`src/rtl/multicycle_control.sv`:
```
// ============================================================================
// Module   : multicycle_control
// Function : Main control FSM for a multicycle MIPS-style datapath with a
//            ready-handshaked memory. Optional macro MULTICYCLE_JUMP_EN adds
//            the JUMP state (opcode 000010); without it that opcode is illegal.
// Revision : 1.0  initial release
// ============================================================================
`default_nettype none

module multicycle_control (
  input  logic       clk,
  input  logic       reset,
  input  logic [5:0] opcode,
  input  logic       zero,
  input  logic       mem_ready,
  output logic       pc_write,
  output logic       iord,
  output logic       mem_read,
  output logic       mem_write,
  output logic       ir_write,
  output logic       reg_write,
  output logic       reg_dst,
  output logic       mem_to_reg,
  output logic       alu_src_a,
  output logic [1:0] alu_src_b,
  output logic [1:0] alu_op,
  output logic [1:0] pc_source,
  output logic       illegal,
  output logic [3:0] state
);

  localparam logic [5:0] c_op_rtype = 6'b000000;
  localparam logic [5:0] c_op_lw    = 6'b100011;
  localparam logic [5:0] c_op_sw    = 6'b101011;
  localparam logic [5:0] c_op_beq   = 6'b000100;
  localparam logic [5:0] c_op_bne   = 6'b000101;
  localparam logic [5:0] c_op_addi  = 6'b001000;
`ifdef MULTICYCLE_JUMP_EN
  localparam logic [5:0] c_op_j     = 6'b000010;
`endif

  typedef enum logic [3:0] {
    S_FETCH  = 4'd0,
    S_DECODE = 4'd1,
    S_MEMADR = 4'd2,
    S_MEMRD  = 4'd3,
    S_MEMWB  = 4'd4,
    S_MEMWR  = 4'd5,
    S_REX    = 4'd6,
    S_RWB    = 4'd7,
    S_BEQ    = 4'd8,
    S_BNE    = 4'd9,
    S_ADDIEX = 4'd10,
`ifdef MULTICYCLE_JUMP_EN
    S_ADDIWB = 4'd11,
    S_JUMP   = 4'd12
`else
    S_ADDIWB = 4'd11
`endif
  } state_t;

  state_t r_state;
  state_t w_next;

  always_ff @(posedge clk or posedge reset) begin
    if (reset) begin
      r_state <= S_FETCH;
    end else begin
      r_state <= w_next;
    end
  end

  assign state = r_state;

  // Every output defaults to 0 so each state only lists what it drives.
  always_comb begin
    w_next     = S_FETCH;
    pc_write   = 1'b0;
    iord       = 1'b0;
    mem_read   = 1'b0;
    mem_write  = 1'b0;
    ir_write   = 1'b0;
    reg_write  = 1'b0;
    reg_dst    = 1'b0;
    mem_to_reg = 1'b0;
    alu_src_a  = 1'b0;
    alu_src_b  = 2'b00;
    alu_op     = 2'b00;
    pc_source  = 2'b00;
    illegal    = 1'b0;

    case (r_state)
      S_FETCH: begin
        mem_read  = 1'b1;
        alu_src_b = 2'b01;
        ir_write  = mem_ready;
        pc_write  = mem_ready;
        w_next    = mem_ready ? S_DECODE : S_FETCH;
      end

      S_DECODE: begin
        alu_src_b = 2'b11;
        case (opcode)
          c_op_rtype:        w_next = S_REX;
          c_op_lw, c_op_sw:  w_next = S_MEMADR;
          c_op_beq:          w_next = S_BEQ;
          c_op_bne:          w_next = S_BNE;
          c_op_addi:         w_next = S_ADDIEX;
`ifdef MULTICYCLE_JUMP_EN
          c_op_j:            w_next = S_JUMP;
`endif
          default: begin
            w_next  = S_FETCH;
            illegal = 1'b1;
          end
        endcase
      end

      // The IR still holds the instruction, so opcode is stable here.
      S_MEMADR: begin
        alu_src_a = 1'b1;
        alu_src_b = 2'b10;
        w_next    = (opcode == c_op_sw) ? S_MEMWR : S_MEMRD;
      end

      S_MEMRD: begin
        mem_read = 1'b1;
        iord     = 1'b1;
        w_next   = mem_ready ? S_MEMWB : S_MEMRD;
      end

      S_MEMWB: begin
        reg_write  = 1'b1;
        mem_to_reg = 1'b1;
        w_next     = S_FETCH;
      end

      S_MEMWR: begin
        mem_write = 1'b1;
        iord      = 1'b1;
        w_next    = mem_ready ? S_FETCH : S_MEMWR;
      end

      S_REX: begin
        alu_src_a = 1'b1;
        alu_op    = 2'b10;
        w_next    = S_RWB;
      end

      S_RWB: begin
        reg_write = 1'b1;
        reg_dst   = 1'b1;
        w_next    = S_FETCH;
      end

      S_BEQ: begin
        alu_src_a = 1'b1;
        alu_op    = 2'b01;
        pc_source = 2'b01;
        pc_write  = zero;
        w_next    = S_FETCH;
      end

      S_BNE: begin
        alu_src_a = 1'b1;
        alu_op    = 2'b01;
        pc_source = 2'b01;
        pc_write  = ~zero;
        w_next    = S_FETCH;
      end

      S_ADDIEX: begin
        alu_src_a = 1'b1;
        alu_src_b = 2'b10;
        w_next    = S_ADDIWB;
      end

      S_ADDIWB: begin
        reg_write = 1'b1;
        w_next    = S_FETCH;
      end

`ifdef MULTICYCLE_JUMP_EN
      S_JUMP: begin
        pc_write  = 1'b1;
        pc_source = 2'b10;
        w_next    = S_FETCH;
      end
`endif

      default: w_next = S_FETCH;
    endcase
  end

endmodule

`default_nettype wire

```
`config.mk`:
```
export PLATFORM = sky130hd
export DESIGN_NAME = multicycle_control
export DESIGN_NICKNAME = d
export VERILOG_FILES = /design/src/rtl/multicycle_control.sv
export SDC_FILE = /design/constraint.sdc
export NUM_CORES = 1
export LEC_CHECK = 0
export ABC_AREA = 1
export CAP_MARGIN = 15
export CORE_MARGIN = 4
export CORE_UTILIZATION = 35
export DETAILED_ROUTE_END_ITERATION = 16
export PLACE_DENSITY = 0.74
export SYNTH_ARGS = -nofsm -noshare
export SYNTH_HDL_FRONTEND = slang
export SYNTH_SLANG_ARGS = --single-unit
```
`constraint.sdc`:
```
create_clock -name clk -period 1.9 [get_ports clk]
set_clock_uncertainty 0.1 [all_clocks]
set_input_delay 0.57 -clock clk [delete_from_list [all_inputs] [get_ports clk]]
set_output_delay 0.57 -clock clk [all_outputs]
set_load 0.01 [all_outputs]
```
==> results of run 1 <==
==> what timing repair did <==
action                     CTS
resized for setup          119
setup buffers               21
pin swaps                   18
setup endpoints to repair   18
==> metrics by stage <==
stage	util	area [µm²]	hold WS, ns
floorplan	-	485	0.236
global placement	0.718	935	0.657
detailed placement	0.718	935	0.666
CTS	0.913	1190	0.395
==> cells by family after synthesis <==
logic type	count (synthesis)	share of synthesized area
simple gates	63	0.557
buf+inv	21	0.170
compound gates	4	0.0412
flops	4	0.206
xor+xnor	1	0.0180
other cells	1	0.00772
==> impl_metrics.tcl, run 1 <==
set metrics [dict create \
    place_congestion 0.777 \
    yosysSeqAreaShare 0.206 \
    synth-edff-count 0 \
    error_line "[ERROR DPL-0033] detailed placement checks failed during check placement." \
    syn_inst 94 \
    clock_path_buffers 2 \
    syn_area_um2 485 \
    synth_nets 104 \
    worst_path_end_type "primary output" \
    yosys-top-cells-count "26 x nand2_1, 20 x nor2_1, 18 x inv_1, 9 x nand3_1, 5 x nor2_2" \
    cts.sinks 4 \
    dp.cells 157 \
    hold_buffers 0 \
    htree_levels 1 \
    postGrtWorstEndpoint "pc_write" \
    synth.most_common_cell "nand2_1" \
    async_flop_share 1.00 \
    portBuffers 28 \
    die_y_um 45.2 \
    grt_max_degree 8 \
    synth_area_leaders "dfrtp_1 21%, nand2_1 20%, nor2_1 15%, inv_1 14%, nand3_1 9.3%" \
    place_ws_ns -0.782 \
    tritoncts.num_buffers 3 \
    outcome "stopped before the end" \
    io_pins 30 \
    yosysTopAreaCell "dfrtp_1" \
    synthFlopType "dfrtp_1" \
    yosysTopAreaCellShare 0.206 \
    std_cell_rows 13 \
    dpl.hpwl_mm 1.37 \
    initial_utilization 0.373 \
    yosysWarningCount 0 \
    synth.avg_cell_area_um2 5.16 \
    synth.distinct_cells 16 \
    die-width_um 45.2 \
    synth_seq_cells 4 \
    antenna_found_initial 0 \
    cts-root-buf "clkbuf_4" \
    lastStage "global routing (5_1_grt)" \
]
==> inputs of run 2 (changes only) <==
- CORE_AREA: unset -> 4 4 65 67
- CORE_MARGIN: 4 -> unset
- CORE_UTILIZATION: 35 -> unset
- DIE_AREA: unset -> 0 0 69 71
- PLACE_DENSITY: 0.74 -> unset
- PLACE_DENSITY_LB_ADDON: unset -> 0.15
==> run 2 against run 1 <==
Net effect: the flow now finishes, with violations (setup timing); synthesized area is the same; synthesized cell count unchanged.
==> impl_metrics.tcl, run 2 <==
set metrics [dict create \
    cts_tree "yes" \
    cp_cell_sequence "clkdlybuf4s15_1 > nor2_2 > nand3_2 > nand3_2 > nor2_2 > buf_2" \
    core_mm2 0.00363 \
    initial_utilization 0.134 \
    yosysWarningCount 0 \
    grt_remaining_overflow 0 \
    post-route-period-util 1.06 \
    cap_viol_max_count 0 \
    worstPathMaxFanout 3 \
    drt_iter0_markers 26 \
    finalMaxSlewViolations 0 \
    max_freq_ghz 0.498 \
    synth_area_leaders "dfrtp_1 21%, nand2_1 20%, nor2_1 15%, inv_1 14%, nand3_1 9.3%" \
    drc 0 \
    largest_register_ffs 4 \
    clkLatencyLatePin_ns 0.21 \
    yosysTopAreaCellShare 0.206 \
    fin_setup_tns_ns -0.465 \
    mostFrequentLayoutCell "buf_6" \
    clock_path_buffers 2 \
    final_antenna_net_count 0 \
    final_cell_mix "30 x buf_6, 26 x buf_4, 12 x nand2_1" \
    worstSetupPathType "primary input to output port" \
    portBuffers 28 \
    cp_slowest_cell "clkdlybuf4s15_1" \
    violations "setup timing" \
    finalWirelength_mm 2.29 \
    fin_ws_ns -0.109 \
    track_usage 0.0984 \
    final_nets 183 \
    yosys-top-cells-count "26 x nand2_1, 20 x nor2_1, 18 x inv_1, 9 x nand3_1, 5 x nor2_2" \
    synth_seq_cells 4 \
    antenna_found_initial 0 \
    syn_inst 94 \
    std_cell_rows 22 \
    via_per_inst 3.78 \
    vias 828 \
    synth.most_common_cell "nand2_1" \
    htree_levels 1 \
    synthFlopType "dfrtp_1" \
    die_y_um 71 \
    place_congestion 0.808 \
    synth-edff-count 0 \
    synth.avg_cell_area_um2 5.16 \
    outcome "finished, violations left" \
    irDropWorstVdd_uv 298 \
    grt_pass1_wl_mm 4.00 \
    arrival_ns 1.34 \
    tritoncts.num_buffers 3 \
    drtPass1Iterations 3 \
    p_leak_nw 0.800 \
    setup_viol 9 \
    first_global_vias 904 \
    end_kind "output port" \
    worstPathRequired_ns 1.23 \
    cts-root-buf "clkbuf_8" \
    hold_class "primary input to async pin" \
    hold_buffers 0 \
    die_area_mm2 0.00490 \
    hold_viol_final 0 \
    power_density_mw_per_mm2 951 \
    async_flop_share 1.00 \
    drive_gt1_frac 0.702 \
    synth.distinct_cells 16 \
    yosysTopAreaCell "dfrtp_1" \
    area_growth_syn_to_layout_pct 198 \
    place_ws_ns -0.759 \
    grt_max_degree 6 \
    startpoint_type "primary input" \
    clkTransAtPathRegs_ns 0.03 \
    die-width_um 69 \
    dpl.hpwl_mm 1.55 \
    diodes 0 \
    hold_ws_ns 0.443 \
    yosysSeqAreaShare 0.206 \
    rsz0062_at_grt "yes" \
    wl_per_cell_um 10.4 \
    io_pins 30 \
    synth_nets 104 \
    cpPeakStageDelay_ns 0.23 \
    syn_area_um2 485 \
    fin_crit_ns 2.01 \
    cts.sinks 4 \
]
[run 2: cell type report]
type	instances	area [µm²]
fillers	389	2190
repair buffers	75	671
multi-input cells	69	485
flip-flops and latches	4	105
inverters	20	82.6
well taps	48	60.1
clock buffers	3	41.3
[run 2: path summary, 6_finish.rpt]
path / from / end / slack (ns) / cells past startpoint
setup / recovery: opcode[1] / illegal / -0.11 / 6
hold / removal: reset / state[2] / 0.44 / 2
setup reg to reg: state[3] / state[2] / 0.35 / 9
hold reg to reg: state[1] / state[1] / 0.62 / 5
max in group asynchronous: reset / state[1] / 1.09 / 2
min in group clk: state[1] / state[1] / 0.62 / 5
[run 2: logic make-up (layout without fill, tap and decap cells)]
group,count (synthesis),in the layout,share of synthesized area
AO/OA/AOI/OAI,4,4,0.0412
buffers and inverters,21,98,0.170
XOR/XNOR,1,1,0.0180
AND/OR/NAND/NOR,63,63,0.557
other,1,1,0.00772
flip-flops,4,4,0.206
[run 2: metal layers]
layer  global-route usage  vias to the layer above  routed length (µm)  part of all wire
met3               0.0227                        4                  91             0.040
met4               0.0412                        0                  40             0.018
li1                     -                      437                   -                 -
met5                    0                        -                   0                 0
met2                0.176                       28                1220              0.53
met1                0.112                      359                 935              0.41
[run 2: critical path: cells and delay by family]
family                 cells  cell delay, ns
and+or+nand+nor            4            0.41
buffers and inverters      2            0.36
[run 2: stage by stage]
stage                     cell area (µm²)  std cells  power (mW)   util
after floorplan                       485         94       0.380      -
after global placement               1010        195       0.797  0.279
after detailed placement             1010        195       0.796  0.279
after CTS                            1300        216        1.19  0.358
after global routing                 1450        219        1.48  0.398
final                                1450        219        1.37  0.398
[run 2: repair_timing]
action	CTS	global route
pin swaps	11	15
resized for setup	128	50
gates cloned	0	0
setup buffers	20	5
setup endpoints to repair	19	15
[run 2: power by group]
part / switching (mW) / leakage (nW) / internal (mW)
clock: 0.0409 / 0.0216 / 0.135
sequential: 0.0277 / 0.0478 / 0.109
combinational: 0.472 / 0.730 / 0.589
total: 0.541 / 0.800 / 0.833
Note: power is estimated with default switching activity, not from simulation.
